### src/rtl/uart_pkg.sv
// Shared UART definitions: frame state encoding, default bit timing and data width.
// Used by uart_tx and its bit timer; the timing constant is shared with the receiver.
package uart_pkg;

  typedef enum logic [2:0] {
    IDLE,
    START,
    DATA,
    PARITY,
    STOP
  } uart_state_t;

  // 100 MHz system clock / 230400 baud
  localparam int DEFAULT_CLKS_PER_BIT = 434;
  localparam int DATA_BITS            = 8;
  localparam int BIT_IDX_W            = $clog2(DATA_BITS);

endpackage

### src/rtl/uart_tx_if.sv
// Byte handshake plus serial line of the UART transmitter.
// The producer of bytes uses the master modport; the transmitter uses the slave modport.
interface uart_tx_if;
  import uart_pkg::*;

  logic                 tx_valid;
  logic [DATA_BITS-1:0] din;
  logic                 tx_ready;
  logic                 tx_busy;
  logic                 tx_done;
  logic                 tx_serial;

  modport master (
    output tx_valid,
    output din,
    input  tx_ready,
    input  tx_busy,
    input  tx_done,
    input  tx_serial
  );

  modport slave (
    input  tx_valid,
    input  din,
    output tx_ready,
    output tx_busy,
    output tx_done,
    output tx_serial
  );

endinterface

### src/rtl/uart_bit_timer.sv
// Free-running bit timer: counts 0..CLKS_PER_BIT-1 and flags the last cycle of each bit.
// Held at zero while clr is high so the first bit after clr lasts a full period.
module uart_bit_timer
  import uart_pkg::*;
#(
  parameter int CLKS_PER_BIT = DEFAULT_CLKS_PER_BIT
) (
  input  logic clk,
  input  logic rst,
  input  logic clr,
  output logic bit_end
);

  localparam int CNT_W = (CLKS_PER_BIT > 1) ? $clog2(CLKS_PER_BIT) : 1;
  localparam logic [CNT_W-1:0] LAST_CNT = CNT_W'(CLKS_PER_BIT - 1);

  logic [CNT_W-1:0] cnt_reg;
  logic [CNT_W-1:0] cnt_next;

  always_comb begin
    cnt_next = cnt_reg + 1'b1;
    if (clr || (cnt_reg == LAST_CNT)) begin
      cnt_next = '0;
    end
  end

  always_ff @(posedge clk) begin
    if (rst) begin
      cnt_reg <= '0;
    end else begin
      cnt_reg <= cnt_next;
    end
  end

  assign bit_end = (cnt_reg == LAST_CNT);

endmodule

### src/rtl/uart_tx.sv
// UART transmitter, 8N1 by default; defining UART_TX_PARITY_EN inserts an even-parity bit.
// One byte per valid/ready handshake, serialised LSB first on a registered tx_serial.
module uart_tx
  import uart_pkg::*;
#(
  parameter int CLKS_PER_BIT = DEFAULT_CLKS_PER_BIT
) (
  input logic     clk,
  input logic     rst,
  uart_tx_if.slave bus
);

  if (CLKS_PER_BIT < 2) begin : g_bad_cfg
    $error("uart_tx: CLKS_PER_BIT must be at least 2");
  end

  localparam logic [BIT_IDX_W-1:0] LAST_IDX = BIT_IDX_W'(DATA_BITS - 1);

  uart_state_t          state_reg, state_next;
  logic [DATA_BITS-1:0] shreg_reg, shreg_next, shreg_shifted;
  logic [BIT_IDX_W-1:0] idx_reg, idx_next;
  logic                 serial_reg, serial_next;
  logic                 done_reg, done_next;
  logic                 bit_end;
  logic                 timer_clr;
  logic                 accept;
`ifdef UART_TX_PARITY_EN
  logic                 parity_reg, parity_next;
`endif

  // Right shift toward bit 0; the vacated MSB fills with the idle level.
  for (genvar gi = 0; gi < DATA_BITS; gi++) begin : g_shift
    if (gi == DATA_BITS - 1) begin : g_msb
      assign shreg_shifted[gi] = 1'b1;
    end else begin : g_mid
      assign shreg_shifted[gi] = shreg_reg[gi+1];
    end
  end

  assign timer_clr = (state_reg == IDLE);
  assign accept    = bus.tx_valid && (state_reg == IDLE);

  uart_bit_timer #(
    .CLKS_PER_BIT(CLKS_PER_BIT)
  ) u_bit_timer (
    .clk    (clk),
    .rst    (rst),
    .clr    (timer_clr),
    .bit_end(bit_end)
  );

  always_comb begin
    state_next = state_reg;
    shreg_next = shreg_reg;
    idx_next   = idx_reg;
    done_next  = 1'b0;
`ifdef UART_TX_PARITY_EN
    parity_next = parity_reg;
`endif
    case (state_reg)
      IDLE: begin
        if (accept) begin
          state_next = START;
          shreg_next = bus.din;
          idx_next   = '0;
`ifdef UART_TX_PARITY_EN
          parity_next = ^bus.din;
`endif
        end
      end
      START: begin
        if (bit_end) state_next = DATA;
      end
      DATA: begin
        if (bit_end) begin
          if (idx_reg == LAST_IDX) begin
`ifdef UART_TX_PARITY_EN
            state_next = PARITY;
`else
            state_next = STOP;
`endif
          end else begin
            shreg_next = shreg_shifted;
            idx_next   = idx_reg + 1'b1;
          end
        end
      end
`ifdef UART_TX_PARITY_EN
      PARITY: begin
        if (bit_end) state_next = STOP;
      end
`endif
      STOP: begin
        if (bit_end) begin
          state_next = IDLE;
          done_next  = 1'b1;
        end
      end
      default: state_next = IDLE;
    endcase

    // Line level is decoded from the next state so tx_serial changes with the state flop.
    serial_next = 1'b1;
    case (state_next)
      START:   serial_next = 1'b0;
      DATA:    serial_next = shreg_next[0];
`ifdef UART_TX_PARITY_EN
      PARITY:  serial_next = parity_next;
`endif
      default: serial_next = 1'b1;
    endcase
  end

  always_ff @(posedge clk) begin
    if (rst) begin
      state_reg  <= IDLE;
      shreg_reg  <= '0;
      idx_reg    <= '0;
      serial_reg <= 1'b1;
      done_reg   <= 1'b0;
`ifdef UART_TX_PARITY_EN
      parity_reg <= 1'b0;
`endif
    end else begin
      state_reg  <= state_next;
      shreg_reg  <= shreg_next;
      idx_reg    <= idx_next;
      serial_reg <= serial_next;
      done_reg   <= done_next;
`ifdef UART_TX_PARITY_EN
      parity_reg <= parity_next;
`endif
    end
  end

  assign bus.tx_ready  = (state_reg == IDLE);
  assign bus.tx_busy   = (state_reg != IDLE);
  assign bus.tx_done   = done_reg;
  assign bus.tx_serial = serial_reg;

endmodule
### src/flat_wrapper.sv
// flat-port wrapper written by rule: the top's interface ports become plain ports
module uart_tx_flat import uart_pkg::*;
#(
  parameter int CLKS_PER_BIT = DEFAULT_CLKS_PER_BIT
)
  (clk, rst, bus_tx_valid, bus_din, bus_tx_ready, bus_tx_busy, bus_tx_done, bus_tx_serial);
  uart_tx_if bus_i ();
  input logic clk;
  input logic rst;
  input wire logic [$bits(bus_i.tx_valid)-1:0] bus_tx_valid;
  input wire logic [$bits(bus_i.din)-1:0] bus_din;
  output wire logic [$bits(bus_i.tx_ready)-1:0] bus_tx_ready;
  output wire logic [$bits(bus_i.tx_busy)-1:0] bus_tx_busy;
  output wire logic [$bits(bus_i.tx_done)-1:0] bus_tx_done;
  output wire logic [$bits(bus_i.tx_serial)-1:0] bus_tx_serial;
  assign bus_i.tx_valid = bus_tx_valid;
  assign bus_i.din = bus_din;
  assign bus_tx_ready = bus_i.tx_ready;
  assign bus_tx_busy = bus_i.tx_busy;
  assign bus_tx_done = bus_i.tx_done;
  assign bus_tx_serial = bus_i.tx_serial;
  uart_tx #(.CLKS_PER_BIT(CLKS_PER_BIT)) u_core (.clk(clk), .rst(rst), .bus(bus_i));
endmodule
### config.mk
export PLATFORM = sky130hd
export DESIGN_NAME = uart_tx_flat
export DESIGN_NICKNAME = d
export VERILOG_FILES = /design/src/rtl/uart_pkg.sv /design/src/rtl/uart_tx_if.sv /design/src/rtl/uart_bit_timer.sv /design/src/rtl/uart_tx.sv /design/src/flat_wrapper.sv
export SDC_FILE = /design/constraint.sdc
export NUM_CORES = 1
export LEC_CHECK = 0
export BUFFER_PORTS_ARGS = -buffer_cell sky130_fd_sc_hd__buf_4
export CORE_UTILIZATION = 50
export CTS_CLUSTER_SIZE = 8
export DETAILED_ROUTE_END_ITERATION = 12
export GPL_TIMING_DRIVEN = 0
export PLACE_DENSITY_LB_ADDON = 0.12
export SYNTH_ARGS = -nofsm -noshare
export SYNTH_HDL_FRONTEND = slang
export SYNTH_SLANG_ARGS = --single-unit
### constraint.sdc
create_clock -name clk -period 1.5 [get_ports clk]
set_input_delay 0.15 -clock clk [delete_from_list [all_inputs] [get_ports clk]]
set_output_delay 0.15 -clock clk [all_outputs]
set_load 0.02 [all_outputs]
Word level (Yosys, flattened, before mapping). Index checks and enable logic that the tools add are counted.

Register bits after elaboration: 25. Input port bits: 11. Output and inout bits: 4.

Add/sub/neg operators: 2. Eq/ne operators: 10. Mux-type cells: 16. Bitwise gates (word level): 1. Reductions and logical operators: 8.

Operators with widths (count): $mux W3 (8); $mux W8 (3); $pmux W8 S2 (1); $pmux W3 S4 (1); $add A9 B1 Y9 const B (1); $eq A9 B9 Y1 const B (1); $eq A3 B1 Y1 const B (2); $eq A3 B2 Y1 const B (2); $eq A3 B3 Y1 const B (2); $pmux W3 S2 (1); $ne A2 B1 Y1 const B (2); $reduce_and A4 Y1 (1); $reduce_or A2 Y1 (2); $add A3 B1 Y3 const B (1); $logic_not A3 Y1 (1); $reduce_bool A3 Y1 (1); $ne A2 B2 Y1 const B (1); $pmux W1 S2 (1); $reduce_bool A2 Y1 (1); $logic_and A1 B1 Y1 (1); $logic_or A1 B1 Y1 (1); $mux W1 (1); $not A1 Y1 (1).

Depth between registers and ports, before layout. Gate-level depths: netlist of the first run.

Depth in word-level cells: 6. Mapped depth: 8. Depth with buffers taken out: 7.

Modules after synthesis. A second synthesis of the first run with hierarchy kept.

Cell total of the unflattened synthesis: 121. Area total of the unflattened synthesis: 1138.6 um2.

By module, submodules not included: uart_tx (instances 1, cells each 72, area each 691.9 um2, seq. area each 320.3 um2); uart_bit_timer (instances 1, cells each 49, area each 446.7 um2, seq. area each 180.2 um2).

Worst setup path before layout of the first run. No wires, ideal clock.

Kind: register -> register. From: register u_core.u_bit_timer.cnt_reg[1]. To: register u_core.shreg_reg[7]. Setup time: 0.128 ns. Arrival: 1.456 ns. Required time: 1.372 ns. Setup slack: -0.083 ns. Stages on the path, launching flop included: 9. Cell sequence: dfxtp_1 -> inv_1 -> ha_1 -> and4b_2 -> and4b_1 -> buf_6 -> buf_12 -> a211oi_1 -> nor2_1.

Longest elaborated chain between the ends: 3.

RTL lines: from (decl) (RTL line uart_bit_timer.sv:17) `logic [CNT_W-1:0] cnt_reg;`; from (signal assigned) (RTL line uart_bit_timer.sv:31) `cnt_reg <= cnt_next;`; $eq A9 B9 Y1 (RTL line uart_bit_timer.sv:35) `assign bit_end = (cnt_reg == LAST_CNT);`; $ne A2 B1 Y1 (no line); $reduce_and A4 Y1 (no line); to (signal assigned) (RTL line uart_tx.sv:126) `shreg_reg <= shreg_next;`; to (decl) (RTL line uart_tx.sv:20) `logic [DATA_BITS-1:0] shreg_reg, shreg_next, shreg_shifted;`.

Every way passes these cells. A chain may end at the register's enable or synchronous reset.

Final worst setup path of the first run.
From: register u_core.u_bit_timer.cnt_reg[1]. To: register u_core.shreg_reg[0].

Longest elaborated chain between the ends: 3.

RTL lines: $eq A9 B9 Y1 (RTL line uart_bit_timer.sv:35); $mux W8 (RTL line uart_tx.sv:75) `if (bit_end) begin`; $pmux W8 S2 (RTL line uart_tx.sv:60) `case (state_reg)`.

Every way passes these cells. The select of a mux whose other input is x is not followed.

==> results of run 1 <==
## critical path, cell delays in order (launching register included)
cell and delay (ns):
dfxtp_2 0.36, inv_2 0.05, ha_4 0.14, and4b_2 0.24
and4b_1 0.19, buf_6 0.14, buf_12 0.13, a221oi_4 0.21
nor2_1 0.07
## metal layers
metal / share of wire, % / up-vias / routed length (microns) / global-route usage (%)
met2: 46 / 20 / 1075 / 34.00
met4: 3.2 / 0 / 73 / 11.11
met1: 47 / 427 / 1089 / 25.86
met3: 3.3 / 8 / 76 / 2.727
li1: - / 491 / - / -
met5: 0 / - / 0 / 0
## cells in the final DEF, fill, tap and decap left out, types with 3 or more instances in the layout
master	count
buf_4	19
nor2_1	19
dfxtp_1	19
clkbuf_4	3
nand2_1	12
xor2_1	4
dfxtp_2	5
a21oi_1	9
nand3_1	3
xnor2_1	3
buf_6	3
a22oi_1	3
a22oi_2	3
## power by group
group          switching, mW  internal (mW)  total, mW
Combinational         0.0722         0.0772      0.149
Sequential            0.0186          0.685      0.704
Clock                  0.218          0.102      0.320
## timing repair
item | CTS | global route
pin swaps | 6 | 6
buffers inserted | 6 | 0
resized for setup | 8 | 5
setup endpoints to repair | 23 | 24
cloned | 0 | 2
## metrics by stage
step | hold WS [ns] | power, mW | worst slack, ns | cells | TNS, ns
floorplan | 0.2843 | 0.7971 | -0.03271 | 125 | -0.05525
global placement | 0.3865 | 0.8414 | -0.1175 | 166 | -1.315
detailed placement | 0.3920 | 0.8446 | -0.1265 | 166 | -1.677
CTS | 0.03875 | 1.162 | -0.1175 | 175 | -1.622
global route | 0.03197 | 1.222 | -0.2480 | 177 | -3.582
finish | 0.04189 | 1.173 | -0.1444 | 177 | -1.752
## cell families after synthesis
| family | count (synthesis) |
|---|---|
| AO/OA/AOI/OAI | 25 |
| XOR/XNOR | 7 |
| adder cells (fa/ha/maj) | 4 |
| buffers and inverters | 10 |
| flip-flops | 25 |
| multiplexers | 1 |
| AND/OR/NAND/NOR | 53 |
## final cells by class
cell class              count  share of cell area, %
clock inverters             1                 0.5093
clock buffers               3                  1.528
multi-input cells          91                  44.65
plain buffers               6                  3.905
flip-flops and latches     25                  34.64
repair buffers             20                  11.63
well taps                  28                  2.377
inverters                   3                 0.7640
## how the worst min path moves through the flow
stage	from	endpoint	cells after the start
floorplan	bus_din[7]	u_core.shreg_reg[7]	2
global placement	bus_din[7]	u_core.shreg_reg[7]	3
detailed placement	bus_din[7]	u_core.shreg_reg[7]	3
CTS	bus_din[7]	u_core.shreg_reg[7]	3
global route	bus_din[7]	u_core.shreg_reg[7]	3
finish	bus_din[7]	u_core.shreg_reg[7]	3
==> out/metrics.csv, run 1 <==
stage;metric;value;unit
synth;Syn. warnings;0;
finish;final net count;165;
critical_path;Reg2Reg Depth;8;
finish;Seq. cell area;510.5;sq um
pwr;Cell Pwr Density;795.7;nW/um^2
route;Starting DRT DRC Count;5;
pwr;peak supply drop;0.0005732;V
worst_hold_path;Hold Path Class;in2reg;
route;vias per std cell;5.345;
synth;post-synthesis xor/xnor area fraction;5.246;%
critical_path;FF-to-FF End;u_core.shreg_reg[0];
clock_network;clock latency on the worst-skew pair;0.33;ns
grt;global-route wire length before repair;3870;microns
synth;Post-synth EDFFs;0;
route;routed length per instance;13.08;microns
die;row count;17;
die;Core Region;2212;sq um
clock_network;Worst-path clk slew;0.15;ns
finish;antenna cells;0;
finish;post-layout util;66.63;%
synth;asr flop ratio synth;0;%
run_status;failing checks;negative setup slack;
timing;final setup fails;21;
critical_path;crit-path max FO;7;
synth;synthesized cell area;1169;sq um
timing;Worst Skew;0.008161;ns
synth;synth cell count leaders;dfxtp_1, nor2_1, nand2_1, a21oi_1, a22oi_1;
finish;Multi-input gate area;658.1;sq um
placement;Post-DP HPWL;1485;microns
pwr;P_leak;0.5402;nW
synth;Yosys cell types;40;
synth;post-synthesis adder-cell area fraction;4.283;%
clock_network;CTS tree;yes;
critical_path;Critical Path Sink Type;flip-flop;
synth;most frequent cell after synthesis;dfxtp_1;
timing;RSZ-0062 raised after global routing;true;
critical_path;Worst setup startpoint;u_core.u_bit_timer.cnt_reg[1];
clock_network;CTS root buf;clkbuf_4;
placement;number of port buffers;13;
clock_network;CTS Hold Bufs;0;
synth;main combinational cell family by area after synthesis;simple AND/OR/NAND/NOR gates;
critical_path;required time worst endpoint;1.71;ns
route;DR vias;946;
grt;largest net degree at the start of global routing;16;
die;Initial Utilization;52.83;%
route;router iterations before antenna repair;4;
synth;Simple-Gate Fraction of Synth Area;25.91;%
synth;synthesized netlist cell count;125;
clock_network;total CTS buffers;3;
timing;Tcrit/Tclk final;109.6;%
critical_path;FF-to-FF Start;u_core.u_bit_timer.cnt_reg[1];
clock_network;H-tree depth;1;
synth;Mapped Avg Cell Area;9.349;sq um
critical_path;worst setup path category;reg2reg;
critical_path;worst reg-to-reg setup slack;-0.14;ns
timing;Worst Tran Pin Value;0.4659;ns
die;die width;50.35;microns
placement;placed inst area;1316;sq um
synth;prevailing post-synth register cell;dfxtp_1;
die;die area;2535;sq um
critical_path;Critical Path AT;1.86;ns
clock_network;Clock Sinks;25;
timing;Achievable Freq;608.1;MHz
synth;post-synthesis register bit count;25;
finish;share of layout cells above drive strength 1;34.23;%
run_status;status;complete, but fails checks;
timing;Slew Viols, Final;0;
finish;max FFs per register;9;
synth;multiplexer share of the synthesized area;0.8565;%
synth;Synth top area share;42.83;%
synth;Synth Area in Compound Gates;14.56;%
finish;Layout fillers;202;
synth;dominant cell type by area after synthesis;dfxtp_1;
timing;Worst slew margin;68.94;%
route;final antenna-violating net count;0;
finish;fin area;1474;sq um
critical_path;CP startpoint kind;flip-flop;
finish;synthesis-to-layout area growth;26.12;%
grt;vias in the first global route;879;
die;Boundary Pins;15;
flow_run;Max-cap violations;0;
die;Die Height;50.35;microns
route;Post-Route WL;2315;microns
clock_network;CTS Buffer Depth;2;
grt;Remaining Overflow, GRT;0;
synth;post-synthesis net count;140;
grt;initial antenna violation count;0;
route;# DRC;0;
timing;final worst setup slack;-0.1444;ns
timing;Hold Fails Final Rpt;0;
timing;final worst path period need;1.644;ns
placement;GP Congestion;0.7906;
synth;Seq/Total Area, Yosys;42.83;%
critical_path;CP Capture Point;u_core.shreg_reg[0];
grt;GR Util All Layers;20.59;%
synth;synth top area cells;dfxtp_1, nor2_1, ha_1;
(Power assumes the default switching activity.)
==> run 2, diff against run 1 <==
Settings changed: CORE_UTILIZATION 50 to 53, CTS_BUF_LIST from default to sky130_fd_sc_hd__clkbuf_8, MAX_ROUTING_LAYER from default to met4.
==> out/metrics.csv, run 2 (synthesized netlist as in run 1, its figures left out) <==
stage;metric;value;unit
critical_path;Critical Path Sink Type;flip-flop;
die;die area;2397;sq um
grt;initial antenna violation count;0;
critical_path;crit-path max FO;9;
clock_network;total CTS buffers;3;
critical_path;CP startpoint kind;flip-flop;
run_status;status;complete, but fails checks;
timing;final worst setup slack;-0.1493;ns
route;vias per std cell;5.617;
timing;Hold Fails Final Rpt;0;
grt;Remaining Overflow, GRT;0;
timing;Setup Total Neg Slack;-1.150;ns
timing;final worst path period need;1.649;ns
route;Post-Route WL;2492;microns
die;Initial Utilization;57.80;%
placement;number of port buffers;13;
clock_network;CTS tree;yes;
grt;vias in the first global route;923;
route;DR vias;1011;
timing;RSZ-0062 raised after global routing;true;
die;Die Height;48.96;microns
die;Core Region;2022;sq um
finish;most common cell after layout, fill and taps aside;buf_4;
pwr;Cell Pwr Density;809.8;nW/um^2
finish;Seq. cell area;506.7;sq um
run_status;failing checks;negative setup slack;
critical_path;Critical Path AT;1.85;ns
finish;final net count;169;
timing;final setup fails;22;
clock_network;H-tree depth;1;
route;Starting DRT DRC Count;16;
timing;Achievable Freq;606.3;MHz
route;final antenna-violating net count;0;
critical_path;CP Cell Sequence;inv_2, ha_4, and4b_2, and4b_1, buf_6, nor2_4, nand2_1, a21oi_2;
clock_network;CTS Hold Bufs;0;
timing;Tcrit/Tclk final;110.0;%
timing;Slew Viols, Final;0;
pwr;peak supply drop;0.001000;V
clock_network;Worst-path clk slew;0.09;ns
placement;Post-DP HPWL;1459;microns
critical_path;required time worst endpoint;1.70;ns
placement;GP Congestion;0.8187;
grt;largest net degree at the start of global routing;15;
grt;global-route wire length before repair;3877;microns
critical_path;Max stage delay on crit path;0.34;ns
clock_network;clock latency on the worst-skew pair;0.27;ns
critical_path;worst setup path category;reg2reg;
finish;commonest non-fill, non-tap cells in the layout;buf_4, dfxtp_1, nand2_1;
die;row count;16;
route;router iterations before antenna repair;4;
finish;synthesis-to-layout area growth;32.33;%
finish;antenna cells;0;
route;# DRC;0;
worst_hold_path;Worst Hold Depth;3;
finish;share of layout cells above drive strength 1;41.83;%
timing;Worst slew margin;69.65;%
clock_network;CTS root buf;clkbuf_8;
finish;post-layout util;76.49;%
clock_network;Clock Sinks;25;
grt;GR Util All Layers;21.18;%
worst_hold_path;Hold Path Class;in2reg;
timing;Worst Skew;0.003493;ns
critical_path;Reg2Reg Depth;8;
clock_network;CTS Buffer Depth;2;
critical_path;slowest stage cell, crit path;dfxtp_2;
timing;Worst Tran Pin Value;0.4553;ns
die;die width;48.96;microns
finish;max FFs per register;9;
die;Boundary Pins;15;
finish;Layout fillers;142;
pwr;P_leak;0.5730;nW
finish;Multi-input gate area;681.9;sq um
flow_run;Max-cap violations;0;
route;routed length per instance;13.84;microns
==> run 2: timing repair <==
action	4_1_cts	5_1_grt
pin swaps	12	9
cloned	1	1
endpoints found under the setup margin	21	23
resized for setup	7	18
buffers inserted	6	3
==> run 2: final cells by class <==
class / count / area share (%)
inverter: 3 / 0.7282
timing repair buffer: 24 / 13.03
tap: 27 / 2.184
multi-input combinational: 90 / 44.09
sequential: 25 / 32.77
buffer: 7 / 4.207
clock buffer: 3 / 2.670
clock inverter: 1 / 0.3236
==> run 2: layer usage <==
metal | share of wire [%] | up-vias | track usage, %
li1 | - | 498 | -
met1 | 42 | 488 | 24.81
met2 | 53 | 21 | 36.57
met3 | 3.8 | 4 | 6.542
met4 | 1.0 | 0 | 2.451
met5 | 0 | - | -
==> run 2: power by group <==
part	leakage (nW)	internal, mW	switching, mW
Clock	0.0255	0.186	0.211
Sequential	0.206	0.685	0.0172
Combinational	0.342	0.0783	0.0749
==> run 2: through the flow <==
step / hold slack (ns) / instances / worst slack (ns) / area [sq um] / power [mW]
after floorplan: 0.2843 / 125 / -0.03271 / 1184 / 0.7971
after global placement: 0.3846 / 165 / -0.09968 / 1315 / 0.8406
after detailed placement: 0.3878 / 165 / -0.1180 / 1315 / 0.8430
after CTS: 0.1050 / 176 / -0.08826 / 1441 / 1.243
after global routing: 0.1165 / 180 / -0.2116 / 1546 / 1.298
final: 0.1021 / 180 / -0.1493 / 1546 / 1.252
==> run 2: path summary, 6_finish.rpt <==
kind	start	endpoint	slack (ns)
setup / recovery	u_core.u_bit_timer.cnt_reg[1]	u_core.shreg_reg[1]	-0.15
hold / removal	bus_din[7]	u_core.shreg_reg[7]	0.10
setup reg to reg	u_core.u_bit_timer.cnt_reg[1]	u_core.shreg_reg[1]	-0.15
hold reg to reg	u_core.shreg_reg[3]	u_core.shreg_reg[3]	0.46
==> run 2: worst max-delay path, delay by kind of cell, from the launching register on <==
family,cells,cell delay [ns]
DFF,1,0.34
adders and majority gates,1,0.14
and+or+nand+nor,4,0.75
buffers and inverters,2,0.18
AOI/OAI and AO/OA,1,0.17
